==> src/rtl/traffic_ctrl_param.sv <==
// Traffic-light controller: main/side/pedestrian lamps sequenced by a state FSM,
// with programmable phase durations counted in divided clock ticks.
module traffic_ctrl_param #(
  parameter int unsigned TIME_W   = 4,
  parameter int unsigned TICK_DIV = 1,
  parameter int unsigned DEF_BASE = 6,
  parameter int unsigned DEF_EXT  = 3,
  parameter int unsigned DEF_YEL  = 2,
  parameter int unsigned DEF_WALK = 3
) (
  input  logic              clk,
  input  logic              Reset,
  input  logic              Sensor,
  input  logic              Walk_Request,
  input  logic              Reprogram,
  input  logic [1:0]        Time_Parameter_Selector,
  input  logic [TIME_W-1:0] Time_Value,
  output logic [6:0]        LEDs,
  output logic              Walk_Pending,
  output logic [2:0]        Phase
);

  localparam int unsigned DIV_W = (TICK_DIV > 1) ? $clog2(TICK_DIV) : 1;
  localparam logic [DIV_W-1:0] DIV_LAST = DIV_W'(TICK_DIV - 1);

  typedef enum logic [2:0] {
    MG1  = 3'd0,
    MG2  = 3'd1,
    MY   = 3'd2,
    WALK = 3'd3,
    SG   = 3'd4,
    SY   = 3'd5
  } state_t;

  state_t            state;
  logic [TIME_W-1:0] t_base, t_ext, t_yel, t_walk;
  logic [TIME_W-1:0] timer;
  logic [DIV_W-1:0]  div;
  logic              pending;
  logic              ext_used;
  logic              tick;

  // A stored duration of zero still occupies one tick in the timer.
  function automatic logic [TIME_W-1:0] clamp(input logic [TIME_W-1:0] d);
    return (d == '0) ? TIME_W'(1) : d;
  endfunction

  assign tick = (div == DIV_LAST);

  always_ff @(posedge clk) begin
    if (Reset) begin
      t_base   <= TIME_W'(DEF_BASE);
      t_ext    <= TIME_W'(DEF_EXT);
      t_yel    <= TIME_W'(DEF_YEL);
      t_walk   <= TIME_W'(DEF_WALK);
      state    <= MG1;
      timer    <= clamp(TIME_W'(DEF_BASE));
      div      <= '0;
      pending  <= 1'b0;
      ext_used <= 1'b0;
    end else if (Reprogram) begin
      case (Time_Parameter_Selector)
        2'b00:   t_base <= Time_Value;
        2'b01:   t_ext  <= Time_Value;
        2'b10:   t_yel  <= Time_Value;
        default: t_walk <= Time_Value;
      endcase
      state    <= MG1;
      timer    <= (Time_Parameter_Selector == 2'b00) ? clamp(Time_Value) : clamp(t_base);
      div      <= '0;
      ext_used <= 1'b0;
      pending  <= pending | Walk_Request;
    end else begin
      div     <= tick ? '0 : div + DIV_W'(1);
      pending <= pending | Walk_Request;
      if (tick) begin
        if (timer == TIME_W'(1)) begin
          case (state)
            MG1: begin
              state <= MG2;
              timer <= Sensor ? clamp(t_ext) : clamp(t_base);
            end
            MG2: begin
              state <= MY;
              timer <= clamp(t_yel);
            end
            MY: begin
              if (pending | Walk_Request) begin
                state   <= WALK;
                timer   <= clamp(t_walk);
                pending <= Walk_Request;
              end else begin
                state    <= SG;
                timer    <= clamp(t_base);
                ext_used <= 1'b0;
              end
            end
            WALK: begin
              state    <= SG;
              timer    <= clamp(t_base);
              ext_used <= 1'b0;
            end
            SG: begin
              if (Sensor && !ext_used) begin
                timer    <= clamp(t_ext);
                ext_used <= 1'b1;
              end else begin
                state <= SY;
                timer <= clamp(t_yel);
              end
            end
            SY: begin
              state <= MG1;
              timer <= clamp(t_base);
            end
            default: begin
              state <= MG1;
              timer <= clamp(t_base);
            end
          endcase
        end else begin
          timer <= timer - TIME_W'(1);
        end
      end
    end
  end

  always_comb begin
    LEDs = 7'b0011000;
    case (state)
      MG1, MG2: LEDs = 7'b0011000;
      MY:       LEDs = 7'b0101000;
      WALK:     LEDs = 7'b1001001;
      SG:       LEDs = 7'b1000010;
      SY:       LEDs = 7'b1000100;
      default:  LEDs = 7'b0011000;
    endcase
  end

  assign Phase        = state;
  assign Walk_Pending = pending;

endmodule

==> config.mk <==
export PLATFORM = sky130hd
export DESIGN_NAME = traffic_ctrl_param
export DESIGN_NICKNAME = d
export VERILOG_FILES = /design/src/rtl/traffic_ctrl_param.sv
export SDC_FILE = /design/constraint.sdc
export NUM_CORES = 1
export LEC_CHECK = 0
export BUFFER_PORTS_ARGS = -buffer_cell sky130_fd_sc_hd__buf_2
export CAP_MARGIN = 0
export CORE_ASPECT_RATIO = 1.25
export CORE_MARGIN = 4
export CORE_UTILIZATION = 40
export CTS_BUF_LIST = sky130_fd_sc_hd__clkbuf_2
export DETAILED_ROUTE_END_ITERATION = 8
export GPL_TIMING_DRIVEN = 0
export MAX_ROUTING_LAYER = met4
export SYNTH_ARGS = -nofsm -noshare
export SYNTH_HDL_FRONTEND = slang
export SYNTH_SLANG_ARGS = --single-unit
==> constraint.sdc <==
create_clock -name clk -period 2 [get_ports clk]
set_input_delay 0.1 -clock clk [delete_from_list [all_inputs] [get_ports clk]]
set_output_delay 0.1 -clock clk [all_outputs]
set_load 0.01 [all_outputs]
==> results of run 1 <==
cell families after synthesis:
group,synth area share
AOI/OAI and AO/OA,0.214
xor gates and xnor gates,0.00565
adders and majority gates,0.0403
buffers and inverters,0.0532
DFF,0.335
muxes,0.0968
other,0.00242
and+or+nand+nor,0.252
per-stage QoR:
| stage | instances | worst slack (ns) | cell area, µm² | setup TNS, ns | hold WS [ns] |
|---|---|---|---|---|---|
| after detailed placement | 256 | -0.0975 | 1710 | -0.242 | 0.374 |
| after CTS | 265 | 0.00182 | 1810 | 0 | 0.0273 |
| after global routing | 268 | 0.0211 | 1870 | 0 | 0.00100 |
| final | 268 | 0.117 | 1870 | 0 | 0.0521 |
| after floorplan | 199 | 0.0114 | 1570 | 0 | 0.217 |
| after global placement | 256 | -0.104 | 1710 | -0.241 | 0.364 |
worst max-delay path: stages, from the launching register on:
cell and delay, ns:
sky130_fd_sc_hd__dfxtp_2 0.38, sky130_fd_sc_hd__inv_2 0.07, sky130_fd_sc_hd__ha_4 0.13, sky130_fd_sc_hd__or3b_4 0.37, sky130_fd_sc_hd__or2_4 0.26, sky130_fd_sc_hd__or4_4 0.42
sky130_fd_sc_hd__a21oi_2 0.12, sky130_fd_sc_hd__nor2_1 0.04
cell usage after synthesis (2+ instances only):
cell type / n
sky130_fd_sc_hd__nor2_1: 30
sky130_fd_sc_hd__dfxtp_1: 26
sky130_fd_sc_hd__mux2i_1: 15
sky130_fd_sc_hd__a21oi_1: 14
sky130_fd_sc_hd__nor3_1: 12
sky130_fd_sc_hd__o21ai_0: 12
sky130_fd_sc_hd__nand2_1: 11
sky130_fd_sc_hd__clkbuf_1: 8
sky130_fd_sc_hd__inv_1: 8
sky130_fd_sc_hd__ha_1: 5
sky130_fd_sc_hd__a31oi_1: 4
sky130_fd_sc_hd__nor2b_1: 4
sky130_fd_sc_hd__nor3b_1: 4
sky130_fd_sc_hd__nand2b_1: 3
sky130_fd_sc_hd__o31ai_1: 3
sky130_fd_sc_hd__a211oi_1: 2
sky130_fd_sc_hd__a21o_1: 2
sky130_fd_sc_hd__a22o_1: 2
sky130_fd_sc_hd__buf_2: 2
sky130_fd_sc_hd__nand3_1: 2
sky130_fd_sc_hd__nand3b_1: 2
sky130_fd_sc_hd__nor4_1: 2
sky130_fd_sc_hd__nor4b_1: 2
sky130_fd_sc_hd__or4_1: 2
cell type report:
type                    count  area, µm²  area share
inverters                   9       33.8      0.0180
plain buffers               9       42.5      0.0227
multi-input cells         152        996       0.532
clock inverters             1       30.0      0.0160
clock buffers               3       15.0     0.00802
well taps                  40       50.0      0.0267
repair buffers             28        173      0.0922
flip-flops and latches     26        533       0.285
worst paths after layout:
kind,start,endpoint,slack (ns),cells after the start
worst max register to register,timer[1]$_SDFFE_PP1P_,Walk_Pending$_SDFF_PP0_,0.12,7
worst min-delay path,Time_Value[2],t_yel[2]$_SDFFE_PP0P_,0.05,3
worst max-delay path,timer[1]$_SDFFE_PP1P_,Walk_Pending$_SDFF_PP0_,0.12,7
worst min register to register,t_base[0]$_SDFFE_PP0P_,t_base[0]$_SDFFE_PP0P_,0.51,2
power breakdown:
group	switching, µW	internal [µW]
logic	88.2	66.2
registers	21.5	538
clock network	163	172
total	273	776
routing by layer:
metal,track usage,vias up,part of all wire
li1,-,772,-
met1,0.224,747,0.43
met2,0.287,43,0.52
met3,0.0217,10,0.035
met4,0.0410,0,0.014
met5,-,-,0
what timing repair did:
item	CTS	global route
pin swaps	1	2
gates resized for setup	8	12
setup buffers	4	5
setup endpoints to repair	11	8
endpoints found under the hold margin	2	0
hold buffers	2	0
flip-flops by register name, summed over array words and instances (netlist names):
name and cells:
Phase 3, t_walk 4, div 1, t_ext 4, ext_used 1, Walk_Pending 1
timer 4, t_yel 4, t_base 4
==> run summary, run 1 <==
The run finished with clean final reports. The post-detailed-placement half-perimeter wirelength is 3.02 mm. The clock tree root driver cell is sky130_fd_sc_hd__clkbuf_2. Of the synthesized area, sequential elements account for 0.335. For the worst setup path, the data arrival time is between 2 and 2.5 ns. The number of pins exceeding their max-slew limit in the final report came out at 0. The area of the core is 3750 µm². The number of enable-type register cells in the synthesized netlist is 0. Entering global routing, the biggest net connects 16 pins. The share of layout cells above drive strength 1 is 0.211. The clock skew after layout is 0.00497 ns. The via count of the first global-routing pass is roughly 1400.

Yosys printed 0 warnings. The number of buffers created by CTS came out at 3. The required time reported for the critical path endpoint came out at 2.27 ns. The async set-reset flop share out of synthesis is 0. The number of max-cap violations came out at 0. Of the post-synthesis cell area, the dominant cell type holds 0.335. The utilization of the core after routing is 0.499. The combined area of all synthesized cells came out at around 1600 µm².

The maximum fanout along the worst path is 5. The number of vias per cell after detailed routing came out at 5.87. The post-synthesis sequential element count is 26. In the layout the commonest cells are 30 x sky130_fd_sc_hd__nor2_1, 22 x sky130_fd_sc_hd__dfxtp_1, 17 x sky130_fd_sc_hd__buf_2.

The largest area contributor in the synthesized netlist is sky130_fd_sc_hd__dfxtp_1. The clock slew seen by the registers of the worst setup and hold paths came out at roughly 0.25 ns. The horizontal die dimension is 63.7 µm. The height of the die is 77.6 µm. The worst hold path belongs to the class in2reg. Leaving out fill and tap cells, the most frequent cell in the layout is sky130_fd_sc_hd__nor2_1. The area growth from synthesis to layout is 20.7%. The highest clock rate came out at 531 MHz. Setup repair after global routing left no endpoint under its margin. The number of hold violations in the final report came out at 0. After filler insertion, the fill cell instance count of the layout stands at 384.

The category of the worst setup path capture point is a register. The first-pass iteration count of the detailed router came out at 4. Synthesis produced a netlist whose cell count is 199. The diode insertion count for antenna repair came out at 0. The DRC violation count after routing came out at 0. The quantity of I/O buffers inserted on ports came out at 17. The detailed router placed 1572 vias in this run.

The post-detailed-routing wire length is 4.26 mm. The setup path with the least slack is of type reg2reg. The count of clock tree sinks came out at 26. The number of antenna violations at the first check in global routing came out at 0. The congestion estimate from routability-driven global placement came to 0.880. The starting utilization of the core area came out at 0.413.

The number of nets with antenna violations after routing is 0. A synthesized cell averages 7.80 µm². The number of core rows came out at 25. The final period demand of the worst path is ~1.9 ns. At the later pin of the worst-skew pair, clock insertion delay measures 0.36 ns. The starting DRC count in detailed routing is 56. The count of final setup violators came out at 0. The first-pass GRT wire length came out at 6.84 mm. The die covers between 4000 and 5000 µm². Ranked by total cell area, the synthesized netlist is headed by sky130_fd_sc_hd__dfxtp_1 34%, sky130_fd_sc_hd__mux2i_1 9.7%, sky130_fd_sc_hd__nor2_1 7.3%.

The number of distinct library cells after synthesis came out at 46. The TritonCTS clock tree is done. The worst setup path is launched from a register. The leading register cell type out of synthesis is sky130_fd_sc_hd__dfxtp_1. The leakage power of the design came out at 0.000805 µW. Dividing the final minimum period by the clock period gives 0.942. The final global-route overflow total is 0. The synthesized net count is ~220.

The overall power of the completed layout is ~1000 µW. The total power density per cell area is 560 nW/µm². The global-route usage over all layers came out at 0.173. 22 I/O pins were placed. The average wire per cell in the routed design came out at 15.9 µm.

The number of levels the H-tree was split into is 1. The net count of the finished layout is 245. The maximum root-to-sink buffer count is 2.

The highest ir drop seen on vdd is 290 µV.
Note: power is estimated with default switching activity, not from simulation.
==> run 2: changes to the inputs <==
Settings changed: CTS_BUF_LIST sky130_fd_sc_hd__clkbuf_2 to sky130_fd_sc_hd__clkbuf_16.
==> run 2 against run 1 <==
- clock skew shrank 0.0019 ns
- die area is the same
- utilization increased by 0.30 points
- first-iteration DRC count stayed put
- clock power grew 74%
- sequential share of layout area decreased by 0.44 points
- cell area increased by 0.60%
- final cell count fell by 1.5%
- non-clock buffer count shrank 4
- power grew 23%
- combinational power is 5% lower
- routed wire length is 1.0% lower
- critical path type unchanged
- largest cell class unchanged
- highest routed layer unchanged
==> run summary, run 2 (synthesized netlist as in run 1, its figures left out) <==
The net count of the finished layout is 241. The net switching power is 294 µW. The clock share of power is 0.452. The worst hold path belongs to the class in2reg. Setup repair after global routing could not meet its margin everywhere.

The first-pass GRT wire length is slightly below 7 mm. The total power density per cell area is between 600 and 700 nW/µm². The tightest hold margin came out at 0.106 ns. The kind of critical path is reg2reg. The cell area after layout came out at 1880 µm². The overall power of the completed layout came out at between 1000 and 1500 µW. The clock skew after layout is 0.00307 ns.

The number of hold violations in the final report came out at 0. The type of element launching the critical path is a register. The number of pins exceeding their max-slew limit in the final report is 0. The number of max-cap violations came out at 0. The count of clock tree sinks is 26.

The highest clock rate is between 500 and 600 MHz. The utilization of the core after routing came out at 0.502. The post-detailed-routing wire length came out at 4.21 mm. The worst register-to-register path has a setup slack of 0.02 ns.

The end of the worst hold path is Walk_Pending$_SDFF_PP0_. The flow ran to the end, and the final reports show no timing, DRC or antenna violations. The number of cells in the finished layout apart from fillers is 264. The largest net degree at the start of global routing is 16.

Data on the critical path arrives at its endpoint at 2.12 ns. The instance area at placement came out at approximately 1700 µm². CTS built an H-tree with a depth of 1. The clock latency reported for the late side of the worst-skew pair is 0.26 ns. The starting utilization of the core area came out at 0.413. The height of the die is between 70 and 80 µm. The diode insertion count for antenna repair came out at 0.

The reg-to-reg critical path endpoint is Walk_Pending$_SDFF_PP0_. The via count of the first global-routing pass came out at 1427. The count of final setup violators came out at 0.

The global-route usage over all layers came out at 0.177. The clock passes through at most 2 buffers. The floorplan die area came out at 4950 µm². Input and output buffers added on the ports amount to 17. The commonest non-fill, non-tap cell in the layout is sky130_fd_sc_hd__nor2_1.

The share of total power dissipated in combinational logic is 0.114. The number of vias per cell after detailed routing came out at 5.79. The region available for standard cell placement spans 3750 µm².

The highest ir drop seen on vdd came out at about 360 µV. The initialized floorplan defines 25 standard-cell rows. The number of antenna violations at the first check in global routing is 0.

The synthesis-to-finish area growth is 21.5%. The startpoint identified for the worst hold timing path is Walk_Request. The routability-driven placement congestion ratio came out at just under 0.9.

The maximum fanout along the worst path came out at 5. The total internal power came out at 999 µW. The horizontal die dimension is around 64 µm.

The starting DRC count in detailed routing came out at 56. The number of ports placed on the die boundary is 22. Of the total power, the share spent switching nets is 0.227. The total number of vias is 1529. The TritonCTS clock tree is done. The final period demand of the worst path is 1.98 ns. The number of buffers created by CTS is 3. The DRC violation count after routing came out at 0. The clock slew seen by the registers of the worst setup and hold paths is 0.06 ns. Along the worst hold path, the cell count comes to 3. The final clock period utilization by the worst path is 0.989.

The cell total after placement is 256. The first detailed-routing pass took 4 iterations. After detailed routing, the average wire length per cell comes to 16.0 µm. Clock tree synthesis selected as its root buffer the cell sky130_fd_sc_hd__clkbuf_16. The number of nets with antenna violations after routing is 0. In the final layout, the share of cells above drive strength 1 is 0.205. The hold buffer count at CTS came out at 0.

The required time reported for the critical path endpoint is 2.14 ns. The reg-to-reg critical path startpoint is timer[1]$_SDFFE_PP1P_. The worst register-to-register path has a depth of 7. STA classifies the critical path endpoint as a register. After global routing the overflow that remains totals 0. The library cells used most frequently in the layout, excluding fill and tap cells, are 30 x sky130_fd_sc_hd__nor2_1, 22 x sky130_fd_sc_hd__dfxtp_1, 17 x sky130_fd_sc_hd__buf_2.

The share of power burned in registers is 0.435. The leakage power of the design came out at 0.000807 µW. After legalization and detailed placement, the total HPWL measured ~3.0 mm.
run 2: cell types whose count changed in the layout (fill, tap and decap cells not counted), sizes merged:
cell	previous run	this run
inv	8	7
dlygate4sd3	2	0
clkinvlp	0	1
buf	27	25
run 2: area by class of cell:
class	instances	area, µm²
clock buffers	3	75.1
well taps	40	50.0
flip-flops and latches	26	528
plain buffers	10	47.5
inverters	9	37.5
multi-input cells	152	986
fillers	383	1870
repair buffers	23	130
clock inverters	1	30.0
run 2: power groups by stage:
stage	Combinational (µW)	Sequential, µW	Clock, µW
global placement	137	573	0
CTS	140	561	594
global route	163	564	615
detailed placement	136	573	0
floorplan	96.7	567	0
finish	147	562	584
run 2: what timing repair did:
| item | in CTS | in global routing |
|---|---|---|
| hold endpoints to repair | 0 | 0 |
| endpoints found under the setup margin | 9 | 6 |
| buffers inserted | 2 | 4 |
| pin swaps | 1 | 5 |
| resized for setup | 5 | 16 |
run 2: how the worst max path moves through the flow:
stage	slack [ns]	to	from
floorplan	0.01	Walk_Pending$_SDFF_PP0_	timer[1]$_SDFFE_PP1P_
CTS	0.008	Walk_Pending$_SDFF_PP0_	timer[1]$_SDFFE_PP1P_
global placement	-0.10	Walk_Pending$_SDFF_PP0_	timer[0]$_SDFFE_PP0P_
global route	-0.06	Walk_Pending$_SDFF_PP0_	timer[1]$_SDFFE_PP1P_
detailed placement	-0.1	timer[3]$_SDFFE_PP0P_	Phase[1]$_SDFFE_PP0P_
finish	0.02	Walk_Pending$_SDFF_PP0_	timer[1]$_SDFFE_PP1P_
run 2: layer usage:
metal  share of wire  wire [µm]  GRT usage  vias up
li1                -          -          -      764
met2            0.51       2130      0.296       29
met1            0.45       1890      0.227      729
met4           0.015         65     0.0518        0
met5               0          0          -        -
met3           0.031        129     0.0174        7
run 2: stage by stage:
stage               setup TNS [ns]  setup slack (ns)
floorplan                        0            0.0114
global placement            -0.241            -0.104
detailed placement          -0.242           -0.0975
CTS                              0           0.00780
global route               -0.0569           -0.0569
finish                           0            0.0214
run 2: critical path, cell delays in order, from the launching register on:
cell and delay [ns]:
sky130_fd_sc_hd__dfxtp_2 0.33, sky130_fd_sc_hd__inv_2 0.07, sky130_fd_sc_hd__ha_4 0.13, sky130_fd_sc_hd__or3b_4 0.38, sky130_fd_sc_hd__or2_4 0.28, sky130_fd_sc_hd__or4_4 0.48
sky130_fd_sc_hd__a21oi_2 0.13, sky130_fd_sc_hd__nor2_1 0.04
==> run 3: changes to the inputs <==
Clock period 2 ns to 1.9 ns, I/O delays scaled along.
==> run 3 against run 2 <==
- the run now ends with negative setup slack left
- register-to-register slack worse by 0.04 ns
- combinational power is 16% higher
- final cell count is 0.76% higher
- utilization is 1.7 points higher
- critical path depth stayed put
- largest cell class unchanged
- global-route usage is 0.43 points higher
- routed wire length is 3.5% higher
- clock skew hardly changed
- setup slack worse by 0.040 ns
==> run summary, run 3 (synthesized netlist as in run 1, its figures left out) <==
The total internal power came out at 1060 µW. The number of vias per cell after detailed routing is 5.80. The maximum fanout along the worst path is 2. The number of core rows is 25. The first-pass GRT wire length came out at 7.04 mm. The total overflow left after global routing is 0.

The number of levels the H-tree was split into is 1. In this run the count of I/O pins placed on the die edge is 22. The fill cell instance count of the final layout is 366. The required time reported for the critical path endpoint is 2.03 ns. The DRC violation count after routing came out at 0. The switching share of total power came out at 0.229. The setup TNS came out at -0.0190 ns. The clock slew seen by the registers of the worst setup and hold paths came out at 0.06 ns. The total power density per cell area came out at around 710 nW/µm². The TritonCTS clock tree is done.

The congestion estimate from routability-driven global placement came to 0.877. The hold buffer count at CTS is 0. The least setup slack across all paths after layout is -0.0190 ns.

The highest clock rate came out at 521 MHz. The instance area at placement is 1710 µm². The sequential cell area in the final layout came out at 532 µm². The class of the tightest hold or removal check is in2reg. Counting I/O delays and the setup requirement, the final critical path takes ~1.9 ns.

The quantity of I/O buffers inserted on ports is 17. The final reports fail on negative setup slack. The library cell used most frequently in the layout, excluding fill and tap cells, is sky130_fd_sc_hd__nor2_1. The area of the core is 3750 µm². Setup repair after global routing could not meet its margin everywhere. The endpoint arrival time on the critical path is 2.05 ns. Detailed placement finished with a half-perimeter wire length of 3.01 mm.

0 antenna diodes ended up in the layout. The global-route usage over all layers came out at 0.182. The final clock period utilization by the worst path came out at 1.01. Of the total power, combinational logic draws 0.124. The worst setup path is captured at a register. The share of total power dissipated in sequential elements is 0.428. The critical path is of the reg2reg type. The largest net degree at the start of global routing is 16. The height of the die came out at 77.6 µm. The number of nets with antenna violations after routing came out at 0. The count of final setup violators is 1.

The horizontal die dimension is 63.7 µm. The share of layout cells above drive strength 1 is 0.239. The synthesis-to-finish area growth is 25.6%.

The maximum root-to-sink buffer count came out at 2. The number of pins exceeding their max-slew limit in the final report is 0. The tree is rooted in a sky130_fd_sc_hd__clkbuf_16. The worst setup path is launched from a register. The floorplan die area came out at 4950 µm². The first-pass iteration count of the detailed router came out at 4. IR analysis of the VDD net gives a maximum drop of 324 µV.

The count of clock tree sinks came out at 26. The number of max-cap violations is 0. The clock latency reported for the late side of the worst-skew pair came out at 0.26 ns.

The net count of the finished layout is about 240. The number of antenna violations at the first check in global routing is 0. The number of buffers created by CTS is 3. The number of hold violations in the final report came out at 0. The total number of vias came out at 1543. Across the routed clock network, the largest skew measured is 0.00337 ns.

After detailed routing, the total wire length is 4.36 mm. The clock share of power came out at 0.448. The flow ran to the end, but the final reports show violations.

The cell area after layout is 1950 µm². The via count of the first global-routing pass came out at 1492. After the first detailed-routing iteration, the DRC count stood at 44. In this run the static leakage power is 0.000834 µW. For this configuration, the core starts out at a cell density of 0.413. In the final layout, the multi-input gates occupy between 1000 and 1500 µm². The average wire per cell in the routed design came out at ~16 µm. The net switching power is around 320 µW. In the layout the commonest cells are 29 x sky130_fd_sc_hd__nor2_1, 21 x sky130_fd_sc_hd__dfxtp_1, 17 x sky130_fd_sc_hd__buf_2.
## run 3: final cells by class
cell class | instances | share of cell area
multi-input combinational | 152 | 0.527
sequential | 26 | 0.273
timing repair buffer | 26 | 0.0784
clock buffer | 3 | 0.0385
tap | 40 | 0.0257
buffer | 9 | 0.0250
inverter | 9 | 0.0173
clock inverter | 1 | 0.0154
## run 3: metal layers
| metal | vias up | share of wire | track usage |
|---|---|---|---|
| met5 | - | 0 | - |
| met4 | 0 | 0.0092 | 0.0497 |
| met3 | 6 | 0.025 | 0.0318 |
| met2 | 22 | 0.53 | 0.319 |
| met1 | 745 | 0.44 | 0.212 |
| li1 | 770 | - | - |
## run 3: final timing paths
kind                              start                       to  slack [ns]  depth (start not counted)
hold / removal             Walk_Request  Walk_Pending$_SDFF_PP0_         0.1                          3
setup / recovery  timer[1]$_SDFFE_PP1P_  Walk_Pending$_SDFF_PP0_       -0.02                          7
setup reg to reg  timer[1]$_SDFFE_PP1P_  Walk_Pending$_SDFF_PP0_       -0.02                          7
hold reg to reg   t_ext[0]$_SDFFE_PP1P_    t_ext[0]$_SDFFE_PP1P_        0.48                          2
## run 3: stage by stage
step | cells | utilization | power, µW | setup WS [ns] | hold WS (ns)
CTS | 266 | 0.506 | 1370 | -0.0603 | 0.0951
global route | 266 | 0.519 | 1420 | -0.0922 | 0.125
finish | 266 | 0.519 | 1370 | -0.0190 | 0.0963
global placement | 256 | 0.455 | 747 | -0.209 | 0.359
floorplan | 199 | - | 699 | -0.0844 | 0.212
detailed placement | 256 | 0.455 | 747 | -0.265 | 0.364
## run 3: repair_timing
item,CTS,global route
setup buffers,7,2
setup endpoints to repair,12,10
pin swaps,4,8
resized for setup,14,16
## run 3: power groups by stage
stage,clock [µW],combinational (µW),sequential [µW]
after floorplan,0,102,597
after global placement,0,144,604
after detailed placement,0,143,604
after CTS,626,160,588
after global routing,644,190,590
final,615,171,588
## run 3: worst max-delay path, stage by stage (launching register included)
cell	delay, ns
sky130_fd_sc_hd__dfxtp_2	0.32
sky130_fd_sc_hd__inv_2	0.07
sky130_fd_sc_hd__ha_4	0.13
sky130_fd_sc_hd__or3b_4	0.37
sky130_fd_sc_hd__or2_4	0.24
sky130_fd_sc_hd__or4_4	0.48
sky130_fd_sc_hd__a21oi_2	0.13
sky130_fd_sc_hd__nor2_1	0.05
